## config.mk

```make
export PLATFORM = sky130hd
export DESIGN_NAME = led_pattern_player
export DESIGN_NICKNAME = d
export VERILOG_FILES = /design/src/rtl/led_pkg.sv /design/src/rtl/led_gap_timer.sv /design/src/rtl/led_pattern_player.sv
export SDC_FILE = /design/constraint.sdc
export NUM_CORES = 1
export LEC_CHECK = 0
export CAP_MARGIN = 10
export CORE_UTILIZATION = 45
export DETAILED_ROUTE_END_ITERATION = 8
export DONT_BUFFER_PORTS = 1
export MAX_ROUTING_LAYER = met4
export PLACE_DENSITY_LB_ADDON = 0.3
export SYNTH_ARGS = -nofsm -noshare
export SYNTH_HDL_FRONTEND = slang
export SYNTH_HIERARCHICAL = 1
export SYNTH_SLANG_ARGS = --single-unit
```

## constraint.sdc

```tcl
create_clock -name clk -period 2.35 [get_ports clk]
set_clock_uncertainty 0.1 [all_clocks]
set_input_delay 0.47 -clock clk [delete_from_list [all_inputs] [get_ports clk]]
set_output_delay 0.47 -clock clk [all_outputs]
set_load 0.01 [all_outputs]
```

## src/rtl/led_pkg.sv

```systemverilog
// Shared types and sizes for the LED shift-entry blocks (shifter and pattern player).
package led_pkg;

    localparam int LED_WIDTH = 8;

    typedef enum logic [1:0] {
        IDLE = 2'd0,
        GAP  = 2'd1,
        EMIT = 2'd2,
        DONE = 2'd3
    } player_state_t;

endpackage

```

## src/rtl/led_gap_timer.sv

```systemverilog
// Inter-strobe gap timer: counts while run is high and flags the last cycle of the gap.
module led_gap_timer #(
    parameter int GAP_CYCLES = 25_000_000,
    parameter int CNT_W      = 25
) (
    input  logic clk,
    input  logic async_reset_debounced,
    input  logic clear,
    input  logic run,
    output logic expire
);

    localparam logic [CNT_W-1:0] LAST_CNT = CNT_W'(GAP_CYCLES - 1);

    logic [CNT_W-1:0] cnt;

    assign expire = (cnt == LAST_CNT);

    // Wraps to zero on expiry so the count never passes GAP_CYCLES-1.
    always_ff @(posedge clk or negedge async_reset_debounced) begin
        if (!async_reset_debounced) begin
            cnt <= '0;
        end else if (clear) begin
            cnt <= '0;
        end else if (run) begin
            cnt <= expire ? '0 : cnt + CNT_W'(1);
        end
    end

endmodule

```

## src/rtl/led_pattern_player.sv

```systemverilog
// Replays a WIDTH-bit pattern MSB-first as bit_0_re / bit_1_re strobes paced by a gap timer.
// Build option LED_PATTERN_PLAYER_REPEAT_EN: loop the pattern until a start_re stops playback.
//
// state | meaning
// IDLE  | waiting for start_re
// GAP   | gap timer running before the next strobe
// EMIT  | one-cycle strobe of shift_reg MSB
// DONE  | one-cycle done pulse after the last strobe
module led_pattern_player
    import led_pkg::*;
#(
    parameter int WIDTH      = LED_WIDTH,
    parameter int GAP_CYCLES = 25_000_000,
    parameter int CNT_W      = 25
) (
    input  logic             clk,
    input  logic             async_reset_debounced,
    input  logic             start_re,
    input  logic [WIDTH-1:0] pattern_in,
    output logic             bit_0_re,
    output logic             bit_1_re,
    output logic             busy,
    output logic             done
);

    localparam int BCW = $clog2(WIDTH + 1);

    player_state_t    state, state_nxt;
    logic [WIDTH-1:0] shift_reg, shift_nxt;
    logic [BCW-1:0]   bit_cnt, bit_cnt_nxt;
    logic             gap_expire;

    led_gap_timer #(
        .GAP_CYCLES(GAP_CYCLES),
        .CNT_W     (CNT_W)
    ) u_gap_timer (
        .clk                  (clk),
        .async_reset_debounced(async_reset_debounced),
        .clear                (state != GAP),
        .run                  (state == GAP),
        .expire               (gap_expire)
    );

`ifdef LED_PATTERN_PLAYER_REPEAT_EN
    logic [WIDTH-1:0] load_reg;

    always_ff @(posedge clk or negedge async_reset_debounced) begin
        if (!async_reset_debounced) begin
            load_reg <= '0;
        end else if (state == IDLE && start_re) begin
            load_reg <= pattern_in;
        end
    end
`endif

    always_ff @(posedge clk or negedge async_reset_debounced) begin
        if (!async_reset_debounced) begin
            state     <= IDLE;
            shift_reg <= '0;
            bit_cnt   <= '0;
        end else begin
            state     <= state_nxt;
            shift_reg <= shift_nxt;
            bit_cnt   <= bit_cnt_nxt;
        end
    end

    always_comb begin
        state_nxt   = state;
        shift_nxt   = shift_reg;
        bit_cnt_nxt = bit_cnt;
        case (state)
            IDLE: begin
                if (start_re) begin
                    shift_nxt   = pattern_in;
                    bit_cnt_nxt = BCW'(WIDTH);
                    state_nxt   = GAP;
                end
            end
            GAP: begin
                if (gap_expire) begin
                    state_nxt = EMIT;
                end
            end
            EMIT: begin
                shift_nxt   = shift_reg << 1;
                bit_cnt_nxt = bit_cnt - BCW'(1);
                state_nxt   = (bit_cnt == BCW'(1)) ? DONE : GAP;
            end
            DONE: begin
`ifdef LED_PATTERN_PLAYER_REPEAT_EN
                shift_nxt   = load_reg;
                bit_cnt_nxt = BCW'(WIDTH);
                state_nxt   = GAP;
`else
                state_nxt   = IDLE;
`endif
            end
            default: state_nxt = IDLE;
        endcase
`ifdef LED_PATTERN_PLAYER_REPEAT_EN
        // In repeat mode a start while playing is the stop request.
        if (state != IDLE && start_re) begin
            state_nxt = IDLE;
        end
`endif
    end

    assign busy     = (state != IDLE);
    assign done     = (state == DONE);
    assign bit_1_re = (state == EMIT) &&  shift_reg[WIDTH-1];
    assign bit_0_re = (state == EMIT) && !shift_reg[WIDTH-1];

endmodule
```

==> results by stage, run 1 <==
Die:
- Measured along the x axis, the die boundary spans 74.8 µm.
- The region available for standard cell placement spans 5110 µm².
- The vertical die dimension is 74.8 µm.
- The number of rows created at floorplan is 26.
- The area of the die is 5590 µm².
- The number of primary I/O pins is 15.
- The effective utilization at floorplan is 46.7%.

Place:
- The detailed-placement wirelength estimate is 3.83 mm.
- The worst setup slack after placement is 0.222 ns.
- The placer's final routability congestion estimate is 0.924.
- Buffers placed on the I/O ports in this run total 0.

Global route:
- The wire length of the first global-routing pass is 9.14 mm.
- The initial antenna violation count is 0.
- The residual overflow from global routing is 0.
- The largest net degree at the start of global routing is 40.
- The all-layer global routing usage is 22.1%.
- The number of global-route vias before repair is 1878.
- The layer with the highest usage is met2.
- Global routing used 32.8% of the available met2 tracks.
- The met3 demand-to-capacity share in global routing is 3.88%.
- For met1 alone, demand over resource in global routing was 31.0%.

Setup path:
- The kind of end point of the critical path is a flop.
- The data required time of the worst path is 2.47 ns.
- The critical path start-end classification is reg2reg.
- The worst-case register-to-register setup slack is 0.20 ns.
- The worst setup path is launched from a flop.
- The largest driver fanout on the critical path is 6.
- STA puts the critical path data arrival time at 2.27 ns.

Synth:
- The most used flip-flop cell after synthesis is sky130_fd_sc_hd__dfrtp_1.
- The cell type with the highest aggregate area in the netlist is sky130_fd_sc_hd__dfrtp_1.
- The number of enable-type register cells in the synthesized netlist is 0.
- After synthesis, flip-flops and latches occupy 40.9% of the total area.
- The top-area cell type share of the netlist area is 40.9%.
- Yosys attributes the largest share of cell area to sky130_fd_sc_hd__dfrtp_1, sky130_fd_sc_hd__o21ai_1, sky130_fd_sc_hd__nand2_1, sky130_fd_sc_hd__a21oi_2, sky130_fd_sc_hd__and2b_2.
- The cell area after synthesis is 2380 µm².
- The count of state elements after synthesis is 39.
- Dividing the synthesized area by the synthesized cell count gives 9.42 µm².
- The async set-reset flop share out of synthesis is 100%.
- The instance count of the mapped netlist is 253.
- The number of synthesis warnings is 6.
- The number of unique standard cell types used by synthesis is 53.
- The number of nets produced by synthesis is 267.

Power:
- IR analysis of the VDD net gives a maximum drop of 0.301 mV.
- Of the total power, the clock network draws 43.7%.
- The part of the total power dissipated in combinational logic is 2.8%.
- The power share of the sequential group is 53.5%.
- The switching share of total power is 20.6%.
- The static leakage power is 1.06 nW.
- The total power density per cell area is 475 nW/µm².
- Summed over all nets, the switching power comes to 259 µW.
- The internal power is 997 µW.

CTS:
- Clock-pin slew was measured on the worst setup and hold paths at 0.08 ns.
- TritonCTS built the clock tree.
- TritonCTS created 5 clock buffers.
- For this design, the sink count on the clock tree is 39.
- The cell sitting at the root of the clock tree is a sky130_fd_sc_hd__clkbuf_8.
- The clock latency of the later-clocked register in the worst-skew pair is 0.29 ns.
- The worst-case clock buffer depth is 2.
- CTS built an H-tree with a depth of 2.
- The setup fix buffers added after clock tree synthesis is 0.

STA:
- Setup repair after global routing left no endpoint under its margin.
- The highest achievable clock rate is 464 MHz.
- The final number of max-transition violations is 0.
- Adding up every negative setup slack in the final design gives 0 ns.
- The worst path uses 91.7% of the clock period.
- The worst path needs 2.15 ns of the cycle, external delays included.
- Setup violations remaining at the end of the flow were counted as 0.
- In the post-route analysis, the smallest setup slack over all paths is 0.196 ns.
- At the pin with the least slew margin, the transition time is 0.596 ns.
- The final hold violation count is 0.
- The worst slew margin relative to its limit is 60.3%.

Drt:
- The count of nets left with antenna violations once routing finished came out at 0.
- In the routed layout, each cell is associated on average with a via count of 6.20.
- The count of vias placed by the detailed router is 2058.
- The number of DRC markers in iteration 0 is 216.
- The total routed wirelength is 5.55 mm.
- In the routed design, unresolved DRC markers number 0.
- Dividing the detail-routed wire length by the instance count gives 16.7 µm.
- The detailed-router iteration count before antenna repair is 4.

Worst hold path:
- The path type of the worst min-delay path is in2reg.

Finish:
- The number of flip-flops under the largest register name is 25.
- The number of antenna diodes in the final layout is 0.
- The share of layout cells above drive strength 1 is 18.7%.
- After the last flow step, the layout net total stands at 276.
- From synthesis to final layout, the design area changed by 11.0%.

Flow run:
- The number of max-capacitance violations reported is 0.

Status:
- The run finished with clean final reports.
-- logic make-up after synthesis --
group | Yosys count | synth area share, %
flip-flops | 39 | 40.9
AND/OR/NAND/NOR | 114 | 30.6
XOR/XNOR | 4 | 1.47
adder cells (fa/ha/maj) | 3 | 1.57
buffers and inverters | 18 | 3.31
multiplexers | 3 | 1.31
AO/OA/AOI/OAI | 72 | 20.8
-- placed cells by master, fill, tap and decap left out, types with 2 or more instances in the layout --
cell / n
sky130_fd_sc_hd__nand2b_1: 3
sky130_fd_sc_hd__a21oi_2: 8
sky130_fd_sc_hd__o21ai_0: 4
sky130_fd_sc_hd__a211oi_1: 3
sky130_fd_sc_hd__nor4b_1: 6
sky130_fd_sc_hd__buf_4: 12
sky130_fd_sc_hd__a31o_1: 5
sky130_fd_sc_hd__nor4_4: 2
sky130_fd_sc_hd__nand4_1: 6
sky130_fd_sc_hd__nand2_1: 21
sky130_fd_sc_hd__o21ai_1: 21
sky130_fd_sc_hd__nor4_1: 6
sky130_fd_sc_hd__a21oi_1: 10
sky130_fd_sc_hd__nor3b_1: 2
sky130_fd_sc_hd__a32o_1: 6
sky130_fd_sc_hd__xor2_1: 3
sky130_fd_sc_hd__nor3_1: 4
sky130_fd_sc_hd__nand3_1: 10
sky130_fd_sc_hd__clkbuf_8: 5
sky130_fd_sc_hd__ha_1: 3
sky130_fd_sc_hd__or4_1: 4
sky130_fd_sc_hd__dfrtp_1: 39
sky130_fd_sc_hd__and2_1: 3
sky130_fd_sc_hd__and2b_2: 8
sky130_fd_sc_hd__nor2b_1: 4
sky130_fd_sc_hd__inv_1: 5
sky130_fd_sc_hd__nor2_1: 13
sky130_fd_sc_hd__and3_1: 9
sky130_fd_sc_hd__a22oi_1: 7
sky130_fd_sc_hd__and4_1: 3
sky130_fd_sc_hd__mux2i_1: 2
-- synthesized netlist by cell type (4+ instances only) --
library cell and instances:
sky130_fd_sc_hd__a22oi_1 7, sky130_fd_sc_hd__o21ai_1 21, sky130_fd_sc_hd__a32o_1 6, sky130_fd_sc_hd__nor3_1 5, sky130_fd_sc_hd__or4_1 4, sky130_fd_sc_hd__and2b_2 8
sky130_fd_sc_hd__inv_1 5, sky130_fd_sc_hd__nor2b_1 4, sky130_fd_sc_hd__a21oi_2 8, sky130_fd_sc_hd__nor4_1 6, sky130_fd_sc_hd__a21oi_1 10, sky130_fd_sc_hd__nand2_1 21
sky130_fd_sc_hd__a31o_1 5, sky130_fd_sc_hd__clkbuf_1 7, sky130_fd_sc_hd__nand3_1 10, sky130_fd_sc_hd__nor2_1 13, sky130_fd_sc_hd__dfrtp_1 39, sky130_fd_sc_hd__nor4b_1 6
sky130_fd_sc_hd__o21ai_0 4, sky130_fd_sc_hd__and3_1 9, sky130_fd_sc_hd__nand4_1 6
-- worst max-delay path, cell delays in order (launching register included) --
cell and delay [ns]:
sky130_fd_sc_hd__dfrtp_1 0.43, sky130_fd_sc_hd__ha_1 0.30, sky130_fd_sc_hd__and3b_1 0.19, sky130_fd_sc_hd__and4_4 0.19, sky130_fd_sc_hd__a21o_1 0.24, sky130_fd_sc_hd__or4_1 0.48, sky130_fd_sc_hd__a21oi_1 0.15
-- layout make-up --
cell class / instances / area, µm²
Clock buffer: 5 / 68.8
Sequential cell: 39 / 976
Clock inverter: 2 / 37.5
Timing Repair Buffer: 14 / 120
Fill cell: 476 / 2460
Tap cell: 70 / 87.6
Multi-Input combinational cell: 196 / 1330
Inverter: 6 / 22.5
-- per-layer routing --
metal	vias to the layer above	routed length (µm)	part of all wire [%]
met5	-	0	0
met4	0	31	0.56
met3	5	216	3.9
met2	54	2570	46
met1	1026	2740	49
li1	973	-	-
-- worst paths after layout --
| kind | start | cells past startpoint | to |
|---|---|---|---|
| worst max-delay path | u_gap_timer/cnt[0]$_DFFE_PN0P_ | 6 | u_gap_timer/cnt[19]$_DFFE_PN0P_ |
| worst min-delay path | pattern_in[6] | 2 | shift_reg[6]$_DFFE_PN0P_ |
| worst max register to register | u_gap_timer/cnt[0]$_DFFE_PN0P_ | 6 | u_gap_timer/cnt[19]$_DFFE_PN0P_ |
| worst min register to register | bit_cnt[1]$_DFFE_PN0P_ | 2 | bit_cnt[1]$_DFFE_PN0P_ |
| max in group asynchronous | async_reset_debounced | 2 | u_gap_timer/cnt[22]$_DFFE_PN0P_ |
| min in group asynchronous | async_reset_debounced | 2 | bit_cnt[1]$_DFFE_PN0P_ |
-- power groups by stage --
stage,Sequential (mW),Combinational (mW),Clock [mW]
after global placement,0.686,0.0162,0
after CTS,0.672,0.0359,0.561
final,0.672,0.0346,0.549
after global routing,0.673,0.0396,0.584
after detailed placement,0.686,0.0167,0
after floorplan,0.686,0.0157,0
-- what timing repair did --
item	4_1_cts	5_1_grt
hold endpoints to repair	39	0
hold buffers	2	0
gates resized for setup	0	1
setup endpoints to repair	0	2
-- stage by stage --
step	hold WS, ns	utilization [%]	power [mW]	std cells	instance area [µm²]
finish	0.235	51.8	1.26	332	2650
global route	0.236	51.8	1.30	332	2650
CTS	0.236	51.7	1.27	332	2640
detailed placement	0.0755	49.0	0.703	323	2500
global placement	0.0752	49.0	0.702	323	2500
floorplan	0.0744	-	0.701	253	2380
(Power assumes the default switching activity.)
==> run 2: changes to the inputs <==
CORE_MARGIN = 3   (was default)
REMOVE_ABC_BUFFERS = 1   (was default)
==> run 2 against run 1 <==
Non-clock buffer count rose by 1. Cell count down 0.30%. Setup slack got worse by 0.0019 ns. Die area grew 11%. First-iteration DRC count decreased by 18%. Core utilization up 2.7 points. Clock power grew 20%. Sequential share of layout area fell by 0.41 points. Cell area increased by 1.1%. Global-route usage decreased by 2.1 points. Largest cell class unchanged.
==> results by stage, run 2 (synthesized netlist as in run 1, its figures left out) <==
Die:
- The number of rows created at floorplan is 25 (-3.8%).
- The area of the die is 6210 µm² (+11%).
- The die width is 78.8 µm (+5.3%).
- The effective utilization at floorplan is 48.5% (+1.9 points).
- The vertical die dimension is 78.8 µm (+5.3%).
- The number of primary I/O pins is 15 (unchanged).
- The placeable core region is 4910 µm² (-3.8%).

STA:
- The pin slew with the least headroom to its limit is 0.476 ns (-0.120 ns).
- The highest achievable clock rate came to 464 MHz (about the same).
- The final worst-path cycle share is 91.7% (about the same).
- The number of setup violations in the final report is 0 (unchanged).
- The final hold violation count came to 0 (unchanged).
- The final critical delay including setup and external delays is 2.16 ns (+0.00186 ns).
- The aggregate negative setup slack is 0 ns (unchanged).
- The setup slack of the critical path after layout is 0.194 ns (-0.00186 ns).
- Setup repair after global routing left no endpoint under its margin.
- The worst slew margin relative to its limit is 68.0% (+7.7 points).
- The final number of max-transition violations is 0 (unchanged).

CTS:
- The number of clock sinks came to 39 (unchanged).
- The clock latency of the later-clocked register in the worst-skew pair was 0.29 ns (about the same).
- The clock slew seen by the registers of the worst setup and hold paths is 0.08 ns (about the same).
- The depth of the CTS H-tree is 2 (unchanged).
- The clock tree from TritonCTS is done.
- The worst-case clock buffer depth was 2 (unchanged).
- The setup fix buffers added after clock tree synthesis is 0 (unchanged).
- The number of clock buffers inserted by TritonCTS is 5 (unchanged).
- The root buffer cell is sky130_fd_sc_hd__clkbuf_8.

Power:
- The switching share of total power is 18.7% (-1.9 points).
- The static leakage power was 1.08 nW (+1.8%).
- The part of the total power dissipated in combinational logic came to 2.5% (-0.3 points).
- The total power density per cell area is 511 nW/µm² (+7.6%).
- The largest vdd supply drop is 0.365 mV (+21%).
- The total power draw is 1.37 mW (+8.8%).
- The power share of the sequential group is 49.2% (-4.3 points).
- The switching power is 256 µW (-1.3%).
- The internal power was 1.11 mW (+11%).
- The fraction of power consumed by the clock network is 48.3% (+4.6 points).

Finish:
- The share of layout cells above drive strength 1 was 18.9% (+0.24 points).
- The final antenna diode count was 0 (unchanged).
- The post-route cell area is 2680 µm² (+1.1%).
- The number of flip-flops under the largest register name was 25 (unchanged).
- The final non-filler cell total came to 331 (-0.30%).
- The growth of design area from synthesis to finish is 12.3%.
- The total of fill cells in the finished design was 471 (-1.1%).
- The most frequent standard cell in the layout excluding fill and tap cells is sky130_fd_sc_hd__dfrtp_1.
- The area occupied by registers came to 976 µm² (unchanged).
- The area used by multi-input combinational logic is 1330 µm² (unchanged).
- The number of nets in the layout is 277 (+0.36%).
- The top cell types in the final layout, fill and taps aside, are sky130_fd_sc_hd__dfrtp_1, sky130_fd_sc_hd__o21ai_1, sky130_fd_sc_hd__nand2_1.

Drt:
- The number of DRC markers in iteration 0 is 178 (-18%).
- The count of vias placed by the detailed router is 2030 (-1.4%).
- The detailed-router iteration count before antenna repair is 4 (unchanged).
- The number of nets still failing antenna checks after routing is 0 (unchanged).
- The mean number of vias per cell is 6.13 (-1.1%).
- The average wire length per cell after detail routing was 17.0 µm (+1.7%).
- The post-detailed-route DRC marker count is 0 (unchanged).
- The total routed wirelength is 5.63 mm (+1.4%).

Flow run:
- The number of max-capacitance violations reported is 0 (unchanged).

Worst hold path:
- The path type of the worst min-delay path is in2reg.
- The startpoint of the tightest hold check path is pattern_in[5].
- The endpoint of the worst hold-timing path is shift_reg[5]$_DFFE_PN0P_.
- The worst hold path stage count is 2 (unchanged).

Global route:
- The number of global-route vias before repair is 1935 (+3.0%).
- The initial antenna violation count is 0 (unchanged).
- The largest net degree at the start of global routing is 40 (unchanged).
- The residual overflow from global routing is 0 (unchanged).
- The all-layer global routing usage is 20.0% (-2.1 points).
- The wire length of the first global-routing pass came to 9.66 mm (+5.7%).

Setup path:
- The beginning of the worst register-to-register path is u_gap_timer/cnt[0]$_DFFE_PN0P_.
- The worst-case register-to-register setup slack is 0.19 ns (about the same).
- The largest driver fanout on the critical path was 6 (unchanged).
- The worst setup path is of the reg2reg kind.
- The kind of end point of the critical path is a flop.
- The data required time of the worst path came to 2.47 ns (about the same).
- The timing startpoint of the critical path is u_gap_timer/cnt[0]$_DFFE_PN0P_.
- The end of the worst register-to-register path is u_gap_timer/cnt[19]$_DFFE_PN0P_.
- The critical path arrival came to 2.27 ns (about the same).
- The depth of the worst register-to-register path was 6 (unchanged).
- The nature of the critical path startpoint is a flop.

Status:
- The flow ran to the end, and the final reports show no timing, DRC or antenna violations.

Place:
- The placed instance area is 2510 µm² (+0.15%).
- The detailed-placement wirelength estimate came to 3.81 mm (-0.36%).
- The cell total after placement is 321 (-0.62%).
- The worst setup slack after placement is 0.206 ns (-0.0156 ns).
- The placer's final routability congestion estimate is 0.934 (+1.1%).
- The number of input and output port buffers inserted is 0 (unchanged).
run 2: cell type report:
cell class              count  area share, %
multi-input cells         196           49.8
flip-flops and latches     39           36.5
repair buffers             15           4.77
well taps                  67           3.13
clock buffers               6           2.71
clock inverters             2           2.24
inverters                   6          0.842
run 2: stage by stage:
stage	utilization, %	hold slack (ns)
2_1_floorplan	-	0.0744
3_3_place_gp	51.1	0.0757
3_5_place_dp	51.1	0.0760
4_1_cts	54.4	0.235
5_1_grt	54.5	0.234
6_report	54.5	0.242
run 2: repair_timing:
item                       CTS  global route
setup endpoints to repair    0             1
hold buffers                 2             0
hold endpoints to repair    39             0
resized for setup            0             1
run 2: power groups by stage:
stage | clock, mW | combinational (mW) | sequential (mW)
final | 0.660 | 0.0347 | 0.672
after global placement | 0 | 0.0163 | 0.686
after global routing | 0.702 | 0.0403 | 0.672
after floorplan | 0 | 0.0157 | 0.686
after CTS | 0.674 | 0.0364 | 0.672
after detailed placement | 0 | 0.0169 | 0.686
run 2: how the worst max path moves through the flow:
stage / to / cells past startpoint / slack, ns
after floorplan: u_gap_timer/cnt[19]$_DFFE_PN0P_ / 6 / -0.23
after global placement: u_gap_timer/cnt[24]$_DFFE_PN0P_ / 6 / 0.18
after detailed placement: u_gap_timer/cnt[24]$_DFFE_PN0P_ / 6 / 0.21
after CTS: u_gap_timer/cnt[24]$_DFFE_PN0P_ / 6 / 0.18
after global routing: u_gap_timer/cnt[3]$_DFFE_PN0P_ / 5 / 0.10
final: u_gap_timer/cnt[19]$_DFFE_PN0P_ / 6 / 0.19
run 2: worst max-delay path, stage by stage, from the launching register on:
cell and delay (ns):
sky130_fd_sc_hd__dfrtp_1 0.43, sky130_fd_sc_hd__ha_1 0.30, sky130_fd_sc_hd__and3b_1 0.20, sky130_fd_sc_hd__and4_4 0.20, sky130_fd_sc_hd__a21o_1 0.23, sky130_fd_sc_hd__or4_1 0.48
sky130_fd_sc_hd__a21oi_1 0.15
run 2: routing by layer:
| layer | track usage, % | up-vias | wire length (µm) |
|---|---|---|---|
| li1 | - | 976 | - |
| met1 | 28.4 | 990 | 2730 |
| met2 | 29.5 | 60 | 2550 |
| met3 | 4.20 | 4 | 314 |
| met4 | 4.72 | 0 | 37 |
| met5 | - | - | 0 |
==> run 3: changes to the inputs <==
CORE_ASPECT_RATIO = 0.6   (was default)
PLACE_DENSITY = 0.56   (was default)
PLACE_DENSITY_LB_ADDON = default   (was 0.3)
RECOVER_POWER = 50   (was default)
==> run 3 against run 2 <==
Fmax fell by 2.2%. Critical path type unchanged. Hold slack improved by 0.00095 ns. Combinational power fell by 9.5%. Setup slack got worse by 0.049 ns. First-iteration DRC count fell by 33%. Clock power barely moved. Clock-buffer cell count did not move. Critical path depth did not move.
==> results by stage, run 3 (synthesized netlist as in run 1, its figures left out) <==
Status:
- The flow ran to the end, and the final reports show no timing, DRC or antenna violations.

Setup path:
- The largest driver fanout on the critical path is 6 (unchanged).
- The sum of buffers and inverters on the critical path came to 0 (unchanged).
- The beginning of the worst register-to-register path is u_gap_timer/cnt[0]$_DFFE_PN0P_.
- The depth of the worst register-to-register path is 6 (unchanged).
- The end of the worst register-to-register path is u_gap_timer/cnt[19]$_DFFE_PN0P_.
- The data required time of the worst path is 2.47 ns (about the same).
- The critical path arrival is 2.33 ns (+0.06 ns).
- Traced cell by cell, the critical path runs through ha_1, and3b_1, and4_4, a21o_1, or4_1, a21oi_1.
- On the critical path the largest part of the delay comes from simple AND/OR/NAND/NOR gates.
- The slowest stage cell on the critical path is sky130_fd_sc_hd__or4_1.
- The worst-case register-to-register setup slack came to 0.15 ns (-0.05 ns).
- The worst stage delay on the critical path is 0.49 ns (about the same).
- The nature of the critical path startpoint is a flop.
- The kind of end point of the critical path is a flop.
- By startpoint and endpoint, the worst setup path is classified as reg2reg.

Place:
- The worst setup slack after placement was 0.190 ns (-0.0158 ns).
- The placed instance area is 2510 µm² (about the same).
- The placer's final routability congestion estimate is 0.904 (-3.2%).
- The detailed-placement wirelength estimate was 4.38 mm (+15%).
- The cell total after placement is 318 (-0.93%).
- The number of input and output port buffers inserted was 0 (unchanged).

Drt:
- The average wire length per cell after detail routing was 18.3 µm (+7.3%).
- The total routed wirelength was 5.99 mm (+6.3%).
- The post-detailed-route DRC marker count is 0 (unchanged).
- The number of DRC markers in iteration 0 is 119 (-33%).
- The mean number of vias per cell is 6.25 (+1.9%).
- The count of vias placed by the detailed router is 2049 (+0.94%).
- The top routing layer in use is met4.
- The met2 wirelength from detailed routing is 2.40 mm (-5.8%).
- The number of nets still failing antenna checks after routing was 0 (unchanged).
- The detailed-router iteration count before antenna repair is 5 (+1).
- The routed length on met1 came to 3.10 mm (+14%).
- The sum of met3 wire segment lengths after detailed routing is 451 µm (+44%).

CTS:
- The worst-case clock buffer depth is 2 (unchanged).
- The number of clock buffers inserted by TritonCTS is 5 (unchanged).
- The root buffer cell is sky130_fd_sc_hd__clkbuf_8.
- The clock latency of the later-clocked register in the worst-skew pair is 0.29 ns (about the same).
- The number of clock sinks was 39 (unchanged).
- The depth of the CTS H-tree came to 2 (unchanged).
- The setup fix buffers added after clock tree synthesis came to 0 (unchanged).
- The clock slew seen by the registers of the worst setup and hold paths is 0.08 ns (about the same).
- TritonCTS built the clock tree.

Die:
- The number of primary I/O pins is 15 (unchanged).
- The placeable core region was 4830 µm² (-1.7%).
- The area of the die is 6230 µm² (+0.46%).
- The number of rows created at floorplan is 19 (-24%).
- The effective utilization at floorplan is 49.4% (+0.86 points).
- The die width is 100 µm (+27%).
- The vertical die dimension is 62.4 µm (-21%).

Global route:
- The residual overflow from global routing is 0 (unchanged).
- The initial antenna violation count is 0 (unchanged).
- The wire length of the first global-routing pass is 10.1 mm (+4.5%).
- The number of global-route vias before repair was 1905 (-1.6%).
- The all-layer global routing usage was 20.9% (+0.90 points).
- The largest net degree at the start of global routing was 40 (unchanged).

Finish:
- The number of flip-flops under the largest register name is 25 (unchanged).
- The number of nets in the layout came to 278 (+0.36%).
- The final non-filler cell total is 328 (-0.91%).
- The share of layout cells above drive strength 1 is 18.1% (-0.83 points).
- The library cell used most frequently in the layout, excluding fill and tap cells, is sky130_fd_sc_hd__dfrtp_1.
- The total of fill cells in the finished design came to 441 (-6.4%).
- The post-route cell area is 2660 µm² (-0.61%).
- The growth of design area from synthesis to finish is 11.6%.
- The final antenna diode count is 0 (unchanged).
- In the layout the commonest cells are sky130_fd_sc_hd__dfrtp_1, sky130_fd_sc_hd__o21ai_1, sky130_fd_sc_hd__nand2_1.

STA:
- The setup slack of the critical path after layout is 0.145 ns (-0.0489 ns).
- The final worst-path cycle share is 93.8% (+2.1 points).
- The highest achievable clock rate is 454 MHz (-2.2%).
- Setup repair after global routing left no endpoint under its margin.
- The number of setup violations in the final report was 0 (unchanged).
- The final number of max-transition violations came to 0 (unchanged).
- The worst hold margin was 0.243 ns (+0.000947 ns).
- The worst slew margin relative to its limit is 34.9% (-33 points).
- The pin slew with the least headroom to its limit was 0.976 ns (+0.500 ns).
- The final critical delay including setup and external delays is 2.20 ns (+0.0489 ns).
- The final hold violation count is 0 (unchanged).

Worst hold path:
- The worst hold path stage count came to 2 (unchanged).
- The path type of the worst min-delay path is in2reg.
- The startpoint identified for the worst hold timing path is pattern_in[3].
- The endpoint of the worst hold-timing path is shift_reg[3]$_DFFE_PN0P_.

Power:
- The static leakage power was 1.10 nW (+1.6%).
- The total power density per cell area is 512 nW/µm² (+0.32%).
- The largest vdd supply drop was 0.268 mV (-26%).

Flow run:
- The number of max-capacitance violations reported is 0 (unchanged).
[run 3: final cells by class]
class	instances	area, µm²	share of cell area, %
Clock inverter	2	60.1	2.26
Timing Repair Buffer	16	116	4.37
Clock buffer	6	72.6	2.73
Tap cell	63	78.8	2.96
Sequential cell	39	976	36.7
Multi-Input combinational cell	196	1330	50.1
Inverter	6	22.5	0.847
[run 3: per-stage QoR]
stage | util (%) | power [mW] | setup TNS, ns
floorplan | - | 0.701 | -0.823
global placement | 52.0 | 0.702 | 0
detailed placement | 52.0 | 0.703 | 0
CTS | 55.4 | 1.39 | 0
global route | 55.1 | 1.43 | 0
finish | 55.1 | 1.36 | 0
[run 3: worst max-delay path by stage]
stage / start / end / slack [ns] / cells past startpoint
detailed placement: u_gap_timer/cnt[0]$_DFFE_PN0P_ / u_gap_timer/cnt[19]$_DFFE_PN0P_ / 0.19 / 6
CTS: u_gap_timer/cnt[0]$_DFFE_PN0P_ / u_gap_timer/cnt[19]$_DFFE_PN0P_ / 0.17 / 6
finish: u_gap_timer/cnt[0]$_DFFE_PN0P_ / u_gap_timer/cnt[19]$_DFFE_PN0P_ / 0.15 / 6
floorplan: state[1]$_DFFE_PN0P_ / u_gap_timer/cnt[19]$_DFFE_PN0P_ / -0.23 / 6
global placement: u_gap_timer/cnt[0]$_DFFE_PN0P_ / u_gap_timer/cnt[19]$_DFFE_PN0P_ / 0.24 / 6
global route: u_gap_timer/cnt[0]$_DFFE_PN0P_ / u_gap_timer/cnt[19]$_DFFE_PN0P_ / 0.05 / 6
[run 3: what timing repair did]
item,CTS,global route
resized for setup,0,1
setup endpoints to repair,0,1
hold endpoints to repair,39,0
hold buffers,2,0
[run 3: power by group]
group,switching (mW),internal (mW)
clock,0.235,0.424
combinational,0.0187,0.0127
sequential,0.00106,0.671
[run 3: metal layers]
| metal | global-route usage [%] | up-vias |
|---|---|---|
| met3 | 4.35 | 5 |
| met2 | 25.7 | 80 |
| met4 | 4.94 | 0 |
| met5 | - | - |
| met1 | 33.8 | 987 |
| li1 | - | 977 |
